## config.mk

```make
export PLATFORM = sky130hd
export DESIGN_NAME = lock_client_sequencer
export DESIGN_NICKNAME = d
export VERILOG_FILES = /design/src/rtl/lock_pkg.sv /design/src/rtl/lock_chan_fsm.sv /design/src/rtl/lock_client_sequencer.sv
export SDC_FILE = /design/constraint.sdc
export NUM_CORES = 1
export LEC_CHECK = 0
export ABC_CLOCK_PERIOD_IN_PS = 8650
export BUFFER_PORTS_ARGS = -buffer_cell sky130_fd_sc_hd__buf_4
export CAP_MARGIN = 20
export CORE_MARGIN = 1
export CORE_UTILIZATION = 47
export CTS_CLUSTER_DIAMETER = 50
export CTS_CLUSTER_SIZE = 8
export DETAILED_ROUTE_END_ITERATION = 10
export HOLD_SLACK_MARGIN = 0.05
export PLACE_DENSITY_LB_ADDON = 0.1
export SLEW_MARGIN = 15
export SYNTH_ARGS = -nofsm -noshare
export SYNTH_HDL_FRONTEND = slang
export SYNTH_SLANG_ARGS = --single-unit
```

## constraint.sdc

```tcl
create_clock -name clk -period 8.65 [get_ports clk]
set_input_delay 0.4325 -clock clk [delete_from_list [all_inputs] [get_ports clk]]
set_output_delay 0.4325 -clock clk [all_outputs]
set_load 0.1 [all_outputs]
```

## src/rtl/lock_pkg.sv

```systemverilog
// Shared types and defaults for the lock client sequencer: channel state
// encoding, default sizes and a small popcount helper for the mutex check.
package lock_pkg;

  localparam int N_REQ_DEF       = 8;
  localparam int SYNC_STAGES_DEF = 2;
  localparam int TIMEOUT_W_DEF   = 8;

  typedef enum logic [2:0] {
    IDLE    = 3'd0,
    REQ     = 3'd1,
    HELD    = 3'd2,
    RELEASE = 3'd3,
    STUCK   = 3'd4,
    COOL    = 3'd5
  } chan_state_e;

  function automatic logic [3:0] popcount8(input logic [7:0] v);
    logic [3:0] n;
    n = '0;
    for (int i = 0; i < 8; i++) n = n + {3'b000, v[i]};
    return n;
  endfunction

endpackage

```

## src/rtl/lock_chan_fsm.sv

```systemverilog
// One lock channel: arb_ack synchronizer, 4-phase req/ack handshake FSM,
// release-timeout counter and sticky per-channel fault flag.
module lock_chan_fsm
  import lock_pkg::*;
#(
  parameter int SYNC_STAGES = SYNC_STAGES_DEF,
  parameter int TIMEOUT_W   = TIMEOUT_W_DEF
) (
  input  logic                 clk,
  input  logic                 rst_n,
  input  logic                 cli_req,
  input  logic                 arb_ack,
  input  logic [TIMEOUT_W-1:0] timeout_cfg,
  input  logic                 err_clr,
  output logic                 cli_grant,
  output logic                 arb_req,
  output logic                 err,
  output logic                 ack_s,
  output logic                 active
);

  logic [SYNC_STAGES-1:0] sync_q;
  chan_state_e            state;
  logic [TIMEOUT_W-1:0]   tcnt;
  logic                   tmo_hit;

  always_ff @(posedge clk or negedge rst_n) begin
    if (!rst_n) sync_q <= '0;
    else        sync_q <= {sync_q[SYNC_STAGES-2:0], arb_ack};
  end

  assign ack_s   = sync_q[SYNC_STAGES-1];
  assign tmo_hit = (timeout_cfg != '0) && (tcnt == timeout_cfg - TIMEOUT_W'(1));

  // Outputs are registered alongside the state, so each transition sets them.
  always_ff @(posedge clk or negedge rst_n) begin
    if (!rst_n) begin
      state     <= IDLE;
      tcnt      <= '0;
      err       <= 1'b0;
      arb_req   <= 1'b0;
      cli_grant <= 1'b0;
      active    <= 1'b0;
    end else begin
      tcnt <= '0;
      // NOTE: with non-blocking assignments the last write in the block wins,
      // so a fault setting err below overrides this same-cycle clear.
      if (err_clr) err <= 1'b0;

      case (state)
        IDLE: begin
          // A stale ack from a previous owner must drain before re-requesting.
          if (cli_req && !ack_s) begin
            state   <= REQ;
            arb_req <= 1'b1;
            active  <= 1'b1;
          end
        end
        REQ: begin
          if (ack_s) begin
            if (cli_req) begin
              state     <= HELD;
              cli_grant <= 1'b1;
            end else begin
              state   <= RELEASE;
              arb_req <= 1'b0;
            end
          end
        end
        HELD: begin
          if (!ack_s || !cli_req) begin
            state     <= RELEASE;
            arb_req   <= 1'b0;
            cli_grant <= 1'b0;
            if (!ack_s) err <= 1'b1;
          end
        end
        RELEASE: begin
          if (!ack_s) begin
            state <= COOL;
          end else if (tmo_hit) begin
            state <= STUCK;
            err   <= 1'b1;
          end else begin
            tcnt <= (tcnt == '1) ? tcnt : tcnt + TIMEOUT_W'(1);
          end
        end
        STUCK: begin
          if (!ack_s) state <= COOL;
        end
        COOL: begin
          state  <= IDLE;
          active <= 1'b0;
        end
        default: begin
          state     <= IDLE;
          arb_req   <= 1'b0;
          cli_grant <= 1'b0;
          active    <= 1'b0;
        end
      endcase
    end
  end

endmodule

```

## src/rtl/lock_client_sequencer.sv

```systemverilog
// Synchronous front-end for the asynchronous mutex arbiter tree: one handshake
// channel per client plus tree-wide mutual-exclusion policing.
module lock_client_sequencer
  import lock_pkg::*;
#(
  parameter int N_REQ       = N_REQ_DEF,
  parameter int SYNC_STAGES = SYNC_STAGES_DEF,
  parameter int TIMEOUT_W   = TIMEOUT_W_DEF
) (
  input  logic                 clk,
  input  logic                 rst_n,
  input  logic [N_REQ-1:0]     cli_req,
  output logic [N_REQ-1:0]     cli_grant,
  output logic [N_REQ-1:0]     arb_req,
  input  logic [N_REQ-1:0]     arb_ack,
  input  logic [TIMEOUT_W-1:0] timeout_cfg,
  input  logic                 err_clr,
  output logic [N_REQ-1:0]     err,
  output logic                 mutex_err,
  output logic                 busy
);

  logic [N_REQ-1:0] ack_s;
  logic [N_REQ-1:0] active;

  for (genvar i = 0; i < N_REQ; i++) begin : g_chan
    lock_chan_fsm #(
      .SYNC_STAGES (SYNC_STAGES),
      .TIMEOUT_W   (TIMEOUT_W)
    ) u_chan (
      .clk         (clk),
      .rst_n       (rst_n),
      .cli_req     (cli_req[i]),
      .arb_ack     (arb_ack[i]),
      .timeout_cfg (timeout_cfg),
      .err_clr     (err_clr),
      .cli_grant   (cli_grant[i]),
      .arb_req     (arb_req[i]),
      .err         (err[i]),
      .ack_s       (ack_s[i]),
      .active      (active[i])
    );
  end

  // More than one leaf acknowledged at once means the tree broke exclusion.
  always_ff @(posedge clk or negedge rst_n) begin
    if (!rst_n)                          mutex_err <= 1'b0;
    else if (popcount8(8'(ack_s)) > 4'd1) mutex_err <= 1'b1;
    else if (err_clr)                    mutex_err <= 1'b0;
  end

  assign busy = |active;

endmodule

```

# Yosys cells after proc, flatten, opt, wreduce, memory -nomap -nowiden
# Cells that the tools add are included.
dict set report totals {
  inputBits 27
  word_cells 543
  regBits 137
  out_inout_bits 26
}
dict set report op_classes {
  n_bitwise 24
  reduce_logical 107
  order_cmp 1
  eq_ne 120
  n_mux 218
  addsub 16
}
# operator n
set op_table {}
lappend op_table {{$mux 8} 32}
lappend op_table {{$mux 3} 48}
lappend op_table {{$pmux 3 s5} 8}
lappend op_table {{$mux 1} 98}
lappend op_table {{$reduce_and 5->1} 16}
lappend op_table {{$add 8x1->8 const B} 8}
lappend op_table {{$eq 8x8->1} 8}
lappend op_table {{$eq 8x8->1 const B} 8}
lappend op_table {{$reduce_or 4->1} 16}
lappend op_table {{$eq 3x2->1 const B} 16}
lappend op_table {{$eq 3x3->1 const B} 16}
lappend op_table {{$ne 2x1->1 const B} 24}
lappend op_table {{$ne 2x2->1 const B} 24}
lappend op_table {{$ne 4x4->1 const B} 8}
lappend op_table {{$pmux 1 s2} 16}
lappend op_table {{$pmux 1 s4} 8}
lappend op_table {{$reduce_and 4->1} 8}
lappend op_table {{$eq 3x1->1 const B} 8}
lappend op_table {{$logic_not 3->1} 8}
lappend op_table {{$ne 3x3->1 const B} 8}
lappend op_table {{$not 1->1} 24}
lappend op_table {{$pmux 1 s3} 8}
lappend op_table {{$reduce_or 3->1} 8}
lappend op_table {{$add 4x1->4} 4}
lappend op_table {{other kinds (12)} 56}

# Longest topological paths before layout
# Gate-level depths: netlist of the first run.
dict set report logic_depth {
  depth_word 9
  mapped_depth 12
  depth_no_buf 12
}

# Hierarchy
# Synthesis of the first run repeated with hierarchy kept, for this count alone.
dict set report hier_totals {
  cells_unflattened 1091
  hier_area_um2 9645.5
}
# module seq_area_each_um2 instances cells_per_inst area_each_um2
set modules_own_cells {}
lappend modules_own_cells {{lock_chan_fsm (g_chan[0].u_chan ...)} 425.4 6 134 1177.4}
lappend modules_own_cells {{lock_chan_fsm (g_chan[7].u_chan)} 425.4 1 131 1222.4}
lappend modules_own_cells {{lock_chan_fsm (g_chan[6].u_chan)} 425.4 1 131 1137.3}
lappend modules_own_cells {lock_client_sequencer 25.0 1 25 221.5}

# Least setup slack after synthesis of the first run
# OpenSTA, ideal clock, no wires.
dict set report synth_path {
  kind {flip-flop to flip-flop}
  startpoint {reg g_chan[0].u_chan.sync_q[1]}
  endpoint {reg mutex_err}
  stages_incl_launch_ff 11
  t_arrival_ns 2.866
  n_path_buf 0
  required_time_ns 8.518
  period_less_slack_ns 2.998
  setup_time_ns 0.132
  path_slack_ns 5.652
  path_cell_list {dfrtp_1 -> fa_1 -> inv_1 -> fa_1 -> fa_1 -> inv_1 -> ha_1 -> inv_1 -> fa_1 -> a21boi_0 -> o21ai_0}
}
dict set report synth_via {
  elab_chain_len 9
  elab_cells_between_ends 10
  cone_classes {add/sub (7); order compare (1); mux (1); reduce/logical (1)}
}
# element line_no
set synth_rtl {}
lappend synth_rtl {{start, declared} lock_chan_fsm.sv:22} ;# logic [SYNC_STAGES-1:0] sync_q;
lappend synth_rtl {{start signal, assigned} lock_chan_fsm.sv:29} ;# else sync_q <= {sync_q[SYNC_STAGES-2:0], arb_ack};
lappend synth_rtl {{$add 1x1->2 (*)} lock_pkg.sv:21} ;# for (int i = 0; i < 8; i++) n = n + {3'b000, v[i]};
lappend synth_rtl {{$add 2x1->3 (*)} lock_pkg.sv:21}
lappend synth_rtl {{$add 3x1->4 (*)} lock_pkg.sv:21}
lappend synth_rtl {{$add 4x1->4 (*) (4 in a row)} lock_pkg.sv:21}
lappend synth_rtl {{$gt 4x1->1 (*)} lock_client_sequencer.sv:48} ;# else if (popcount8(8'(ack_s)) > 4'd1) mutex_err <= 1'b1;
lappend synth_rtl {{$mux 1 / $reduce_bool 2->1 (equally long branches)} n/a}
lappend synth_rtl {{end signal, assigned} lock_client_sequencer.sv:47} ;# if (!rst_n) mutex_err <= 1'b0;
lappend synth_rtl {{end signal, assigned} lock_client_sequencer.sv:48}
lappend synth_rtl {{end signal, assigned} lock_client_sequencer.sv:49} ;# else if (err_clr) mutex_err <= 1'b0;
lappend synth_rtl {{end, declared} lock_client_sequencer.sv:19} ;# output logic mutex_err,
# Mark *: on every way between the ends. The rest lies on a longest branch, timed or not.
# A chain may end at the register's enable or synchronous reset.

# Worst setup path after layout of the first run
# Ends and elaborated chain as after synthesis.

==> out/results.ini, run 1 <==
[finish]
fin_nets=936
stdcell_area_um2=9440
syn_to_final_growth_pct=12.9
num_antenna_cells=0
fillers=1559
final_util_pct=54.4
layout_commonest_cell=dfrtp_1
final_cell_mix=dfrtp_1 (137), nor2_1 (87), o21ai_0 (66)
drive_above_1_share_pct=11.7

[place]
place_congestion=0.867
place_ws_ps=4940
io_buffer_count=52
placedInstanceArea_um2=8700
dpl.hpwl_um=13400

[die]
initial_core_util_pct=48.2
ioPinCount=53
die_area_um2=18300
placementRows=48
core-area_um2=17400
die_w_um=135
die_h_um=135

[power_and_ir_drop]
seq_power_share_pct=33.7
p_sw_mw=1.21
pwr-share-comb_pct=36.2
p_clk_share_pct=30.2
p_sw_share_pct=41.4
power_density_nw_per_um2=310
vdd_drop_max_mv=0.228
p_int_mw=1.71
p_leak_nw=4.09

[logic_synthesis]
syn_nets=924
async_reset_ff_share_pct=100
ys_types=71
ys_warn_count=0
syn_area_per_cell_um2=9.49
synth-edff-count=0
synth_top_flop_cell=dfrtp_1
ys_seq_area_share_pct=41.0
syn_inst=881
synth_seq_cells=137
netlist_area_um2=8360

[timing]
min_period_ps=3310
relSlewSlack_pct=27.6
worst_hold_slack_ps=107
max_freq_ghz=0.302
finalClockSkew_ps=8.26
rsz0062_at_grt=false
final.setup.tns_ps=0
worst-slew-pin-transition_ps=1080
setup_viol_count_final=0
finalHoldViolCount=0
fin_ws_ps=5340
finalMaxSlewViolations=0
fin_crit_sh_pct=38.3

[clock_network]
root_buffer=clkbuf_16
cts_tree=done
post_cts_resized=0
clock_latency_ps=430
cts.htree.levels=4
clock_sinks=137
cts-buffers-inserted=17
cts_buffer_depth=2
cts_setup_buffers=0
cts.clk_slew.worst_paths_ps=60

[worst_setup_path]
critPathRequiredTime_ps=8960
cp-end-kind=flip-flop
arrival_ps=3620
cp-start-kind=flip-flop
crit_start=g_chan[0].u_chan.sync_q[1]
crit_fanout=12
r2r_end=mutex_err
r2r_cells=12
critPathKind=reg2reg
endpoint=mutex_err
rr_startpoint=g_chan[0].u_chan.sync_q[1]
reg2reg_slack_ps=5340

[grt]
grt_pass1_vias=6513
grtUsageMet2_pct=37.6
grt_overflow=0
grt_util_all_layers_pct=22.7
use_met1_pct=29.9
grt_pass1_wl_um=32300
grt_max_degree=74
met3_usage_pct=3.74
gr-max-usage-layer=met2
antenna_found_initial=0

[job]
drv_cap=0

[detailed_routing]
final_antenna_net_count=0
drt_iter0_drc=296
vias=6543
viasPerCell=5.79
drc_errors=0
detail_route.first_pass.iterations=5
wl_um=19100
post_drt_wl_per_cell_um=16.9

[run_status]
status=finished, final reports clean

[hold_path]
min_path_type=in2reg

-- state kept, by name, summed over array words and instances (netlist names) --
signal / count
mutex_err: 1
g_chan.u_chan.arb_req: 8
g_chan.u_chan.cli_grant: 8
g_chan.u_chan.active: 8
g_chan.u_chan.err: 8
g_chan.u_chan.sync_q: 16
g_chan.u_chan.state: 24
g_chan.u_chan.tcnt: 64
-- worst min path at each step --
| stage | startpoint | endpoint | slack (ps) | cells after the start |
|---|---|---|---|---|
| after floorplan | rst_n | g_chan[0].u_chan.active | 140 | 0 |
| after global placement | g_chan[3].u_chan.sync_q[0] | g_chan[3].u_chan.sync_q[1] | 330 | 0 |
| after detailed placement | g_chan[0].u_chan.sync_q[0] | g_chan[0].u_chan.sync_q[1] | 340 | 0 |
| after CTS | arb_ack[0] | g_chan[0].u_chan.sync_q[0] | 100 | 1 |
| after global routing | arb_ack[1] | g_chan[1].u_chan.sync_q[0] | 100 | 1 |
| final | arb_ack[0] | g_chan[0].u_chan.sync_q[0] | 110 | 1 |
-- worst max-delay path: stages, from the launching register on --
cell     delay (ps)
dfrtp_1         520
fa_1            590
inv_1            60
fa_1            560
fa_1            430
inv_1            70
ha_1            170
inv_1            70
fa_1            380
nor2_1          100
nand2_1          60
a21oi_1         110
o21ai_0          90
-- cell families after synthesis --
kind of cell,count (synthesis),share of synthesized area (%)
AND/OR/NAND/NOR,322,19.5
AO/OA/AOI/OAI,196,15.5
flip-flops,137,41.0
buffers and inverters,111,6.26
XOR/XNOR,92,14.1
adder cells (fa/ha/maj),16,2.75
multiplexers,7,0.853
-- cells in the mapped netlist (22+ instances only) --
cell / n / area (um^2)
buf_4: 25 / 188
nand4_1: 24 / 150
a21oi_1: 34 / 170
xor2_1: 34 / 298
xnor2_1: 31 / 272
nand2_1: 63 / 236
dfrtp_1: 137 / 3430
and3_1: 22 / 138
nand3_1: 46 / 230
nor3_1: 26 / 130
inv_1: 48 / 180
nor2_1: 87 / 327
o21ai_0: 66 / 330
xnor3_1: 25 / 563
clkbuf_1: 31 / 116
-- through the flow --
stage / cells / power, mW
final: 1131 / 2.93
after global routing: 1131 / 3.10
after CTS: 1130 / 2.95
after detailed placement: 1097 / 2.05
after global placement: 1097 / 2.02
after floorplan: 881 / 1.88
-- area by class of cell --
| cell class | count | area [um^2] | share of cell area, % |
|---|---|---|---|
| clock buffers | 22 | 484 | 5.13 |
| clock inverters | 10 | 235 | 2.49 |
| inverters | 49 | 184 | 1.95 |
| multi-input cells | 633 | 4410 | 46.7 |
| flip-flops and latches | 137 | 3430 | 36.3 |
| well taps | 225 | 282 | 2.98 |
| repair buffers | 55 | 419 | 4.44 |
-- per-layer routing --
layer  wire length [um]  part of all wire (%)
met3                627                   3.3
met2               9370                    49
met4                338                   1.8
met5                  0                     0
met1               8790                    46
-- power by group through the flow --
| stage | clock network (mW) | registers, mW | logic [mW] |
|---|---|---|---|
| 2_1_floorplan | 0 | 0.892 | 0.988 |
| 3_3_place_gp | 0 | 0.987 | 1.03 |
| 3_5_place_dp | 0 | 0.996 | 1.06 |
| 4_1_cts | 0.897 | 0.985 | 1.06 |
| 5_1_grt | 0.922 | 1.02 | 1.16 |
| 6_report | 0.883 | 0.985 | 1.06 |
-- what timing repair did --
action	in CTS	in global routing
endpoints found under the setup margin	0	0
hold buffers	1	0
hold endpoints to repair	64	0
No activity file was read; power rests on OpenSTA's default activity.
==> run 2, diff against run 1 <==
ABC_CLOCK_PERIOD_IN_PS = 3200   (was 8650)
clock period = 3.2 ns   (was 8.65 ns; I/O delays follow)
==> run 2 against run 1 <==
Sequential cell count unchanged. Total power rose to 2.6 times the previous value. Sequential power rose to 2.7 times the previous value. Clock-buffer cell count down 1. Maximum frequency up 7.3%. Routed wire length down 2.1%. Clock skew down 2.2 ps. Sequential share of layout area down 0.52 points. Die area unchanged. Critical endpoint unchanged. Largest power group unchanged.
==> out/results.ini, run 2 (synthesis gave the netlist of run 1 again) <==
[run_status]
status=finished, final reports clean

[finish]
drive_above_1_share_pct=13.6
layout_commonest_cell=dfrtp_1
fin_nets=959
final_cell_mix=dfrtp_1 (137), nor2_1 (86), buf_4 (67)
top_regs=g_chan.u_chan.tcnt x64, g_chan.u_chan.state x24, g_chan.u_chan.sync_q x16
multi_input_area_um2=4420
area.sequential_um2=3430
syn_to_final_growth_pct=14.6
regMostFlops=g_chan.u_chan.tcnt
num_antenna_cells=0
final_util_pct=55.2
largest_reg_flops=64
fillers=1566

[timing]
relSlewSlack_pct=42.2
final.setup.tns_ps=0
finalHoldViolCount=0
fin_ws_ps=111
min_period_ps=3090
worst_hold_slack_ps=75.9
max_freq_ghz=0.324
finalClockSkew_ps=6.03
fin_crit_sh_pct=96.5
finalMaxSlewViolations=0
worst-slew-pin-transition_ps=859
setup_viol_count_final=0

[worst_setup_path]
cp-start-kind=flip-flop
cp_common_cell=fa_1
critPathSlowestCell=fa_1
cp-end-kind=flip-flop
reg2reg_slack_ps=110
crit_fanout=2
arrival_ps=3390
cp_cell_sequence=fa_1 > inv_2 > fa_1 > fa_1 > inv_1 > ha_2 > inv_1 > fa_2 > a21boi_1 > o21ai_1
critPathKind=reg2reg
critPathRequiredTime_ps=3500
max_stage_delay_ps=550

[grt]
grt_pass1_wl_um=31200
antenna_found_initial=0
grt_overflow=0
grt_max_degree=83
grt_pass1_vias=6329
grt_util_all_layers_pct=21.9

[detailed_routing]
wl_um=18700
vias=6605
viasPerCell=5.72
detail_route.first_pass.iterations=5
post_drt_wl_per_cell_um=16.2
drt_iter0_drc=409
final_antenna_net_count=0
drc_errors=0

[power_and_ir_drop]
p_clk_share_pct=27.5
p_int_mw=4.40
p_sw_share_pct=42.5
p_leak_nw=4.15
vdd_drop_max_mv=0.934
power_density_nw_per_um2=799
seq_power_share_pct=34.6
p_sw_mw=3.25
p_total_mw=7.65
pwr-share-comb_pct=37.9

[clock_network]
cts-buffers-inserted=17
cts_tree=done
root_buffer=clkbuf_16
cts_buffer_depth=2
clock_latency_ps=420
cts.htree.levels=4
clock_sinks=137
cts.clk_slew.worst_paths_ps=60

[die]
die_area_um2=18300
initial_core_util_pct=48.2
core-area_um2=17400
die_h_um=135
ioPinCount=53
placementRows=48
die_w_um=135

[job]
drv_cap=0

[place]
io_buffer_count=52
dpl.hpwl_um=13000
place_congestion=0.855
place_ws_ps=45.6

[hold_path]
min_path_type=in2reg

run 2: metrics by stage:
step,cells,instance area (um^2)
6_report,1154,9580
5_1_grt,1154,9580
4_1_cts,1153,9560
3_5_place_dp,1112,8830
3_3_place_gp,1112,8830
2_1_floorplan,881,8360
run 2: worst paths after layout:
path,startpoint,endpoint,cells after the start
max,g_chan[0].u_chan.sync_q[1],mutex_err,10
min,cli_req[0],g_chan[0].u_chan.arb_req,3
max reg2reg,g_chan[0].u_chan.sync_q[1],mutex_err,10
min reg2reg,g_chan[1].u_chan.sync_q[0],g_chan[1].u_chan.sync_q[1],0
max in group asynchronous,rst_n,g_chan[0].u_chan.state[0],3
min in group asynchronous,rst_n,g_chan[6].u_chan.arb_req,2
run 2: layer usage:
metal / GRT usage [%] / wire length [um] / part of all wire [%]
met1: 28.9 / 8780 / 47
met2: 35.2 / 9000 / 48
met3: 5.46 / 682 / 3.6
met4: 7.30 / 271 / 1.4
met5: 0 / 0 / 0
run 2: cell type report:
type,instances,share of cell area (%)
Tap cell,225,2.94
Timing Repair Buffer,78,6.52
Multi-Input combinational cell,633,46.1
Clock inverter,11,1.76
Inverter,49,1.92
Clock buffer,21,4.91
Sequential cell,137,35.8
run 2: power groups by stage:
stage | combinational, mW | clock, mW | sequential (mW)
after global placement | 2.81 | 0 | 2.65
after detailed placement | 2.88 | 0 | 2.67
after CTS | 2.90 | 2.16 | 2.64
final | 2.90 | 2.10 | 2.64
after floorplan | 2.67 | 0 | 2.41
after global routing | 3.16 | 2.24 | 2.72
run 2: what timing repair did:
action                                  4_1_cts  5_1_grt
hold endpoints to repair                     89        0
resized for setup                             0        7
endpoints found under the setup margin        0        1
hold buffers                                  9        0
setup buffers                                 0        1
run 2: worst max-delay path, delay by kind of cell (launching register included):
family / cells / cell delay [ps]
AO/OA/AOI/OAI: 2 / 230
buffers and inverters: 3 / 180
flip-flops: 1 / 400
adder cells (fa/ha/maj): 5 / 2180
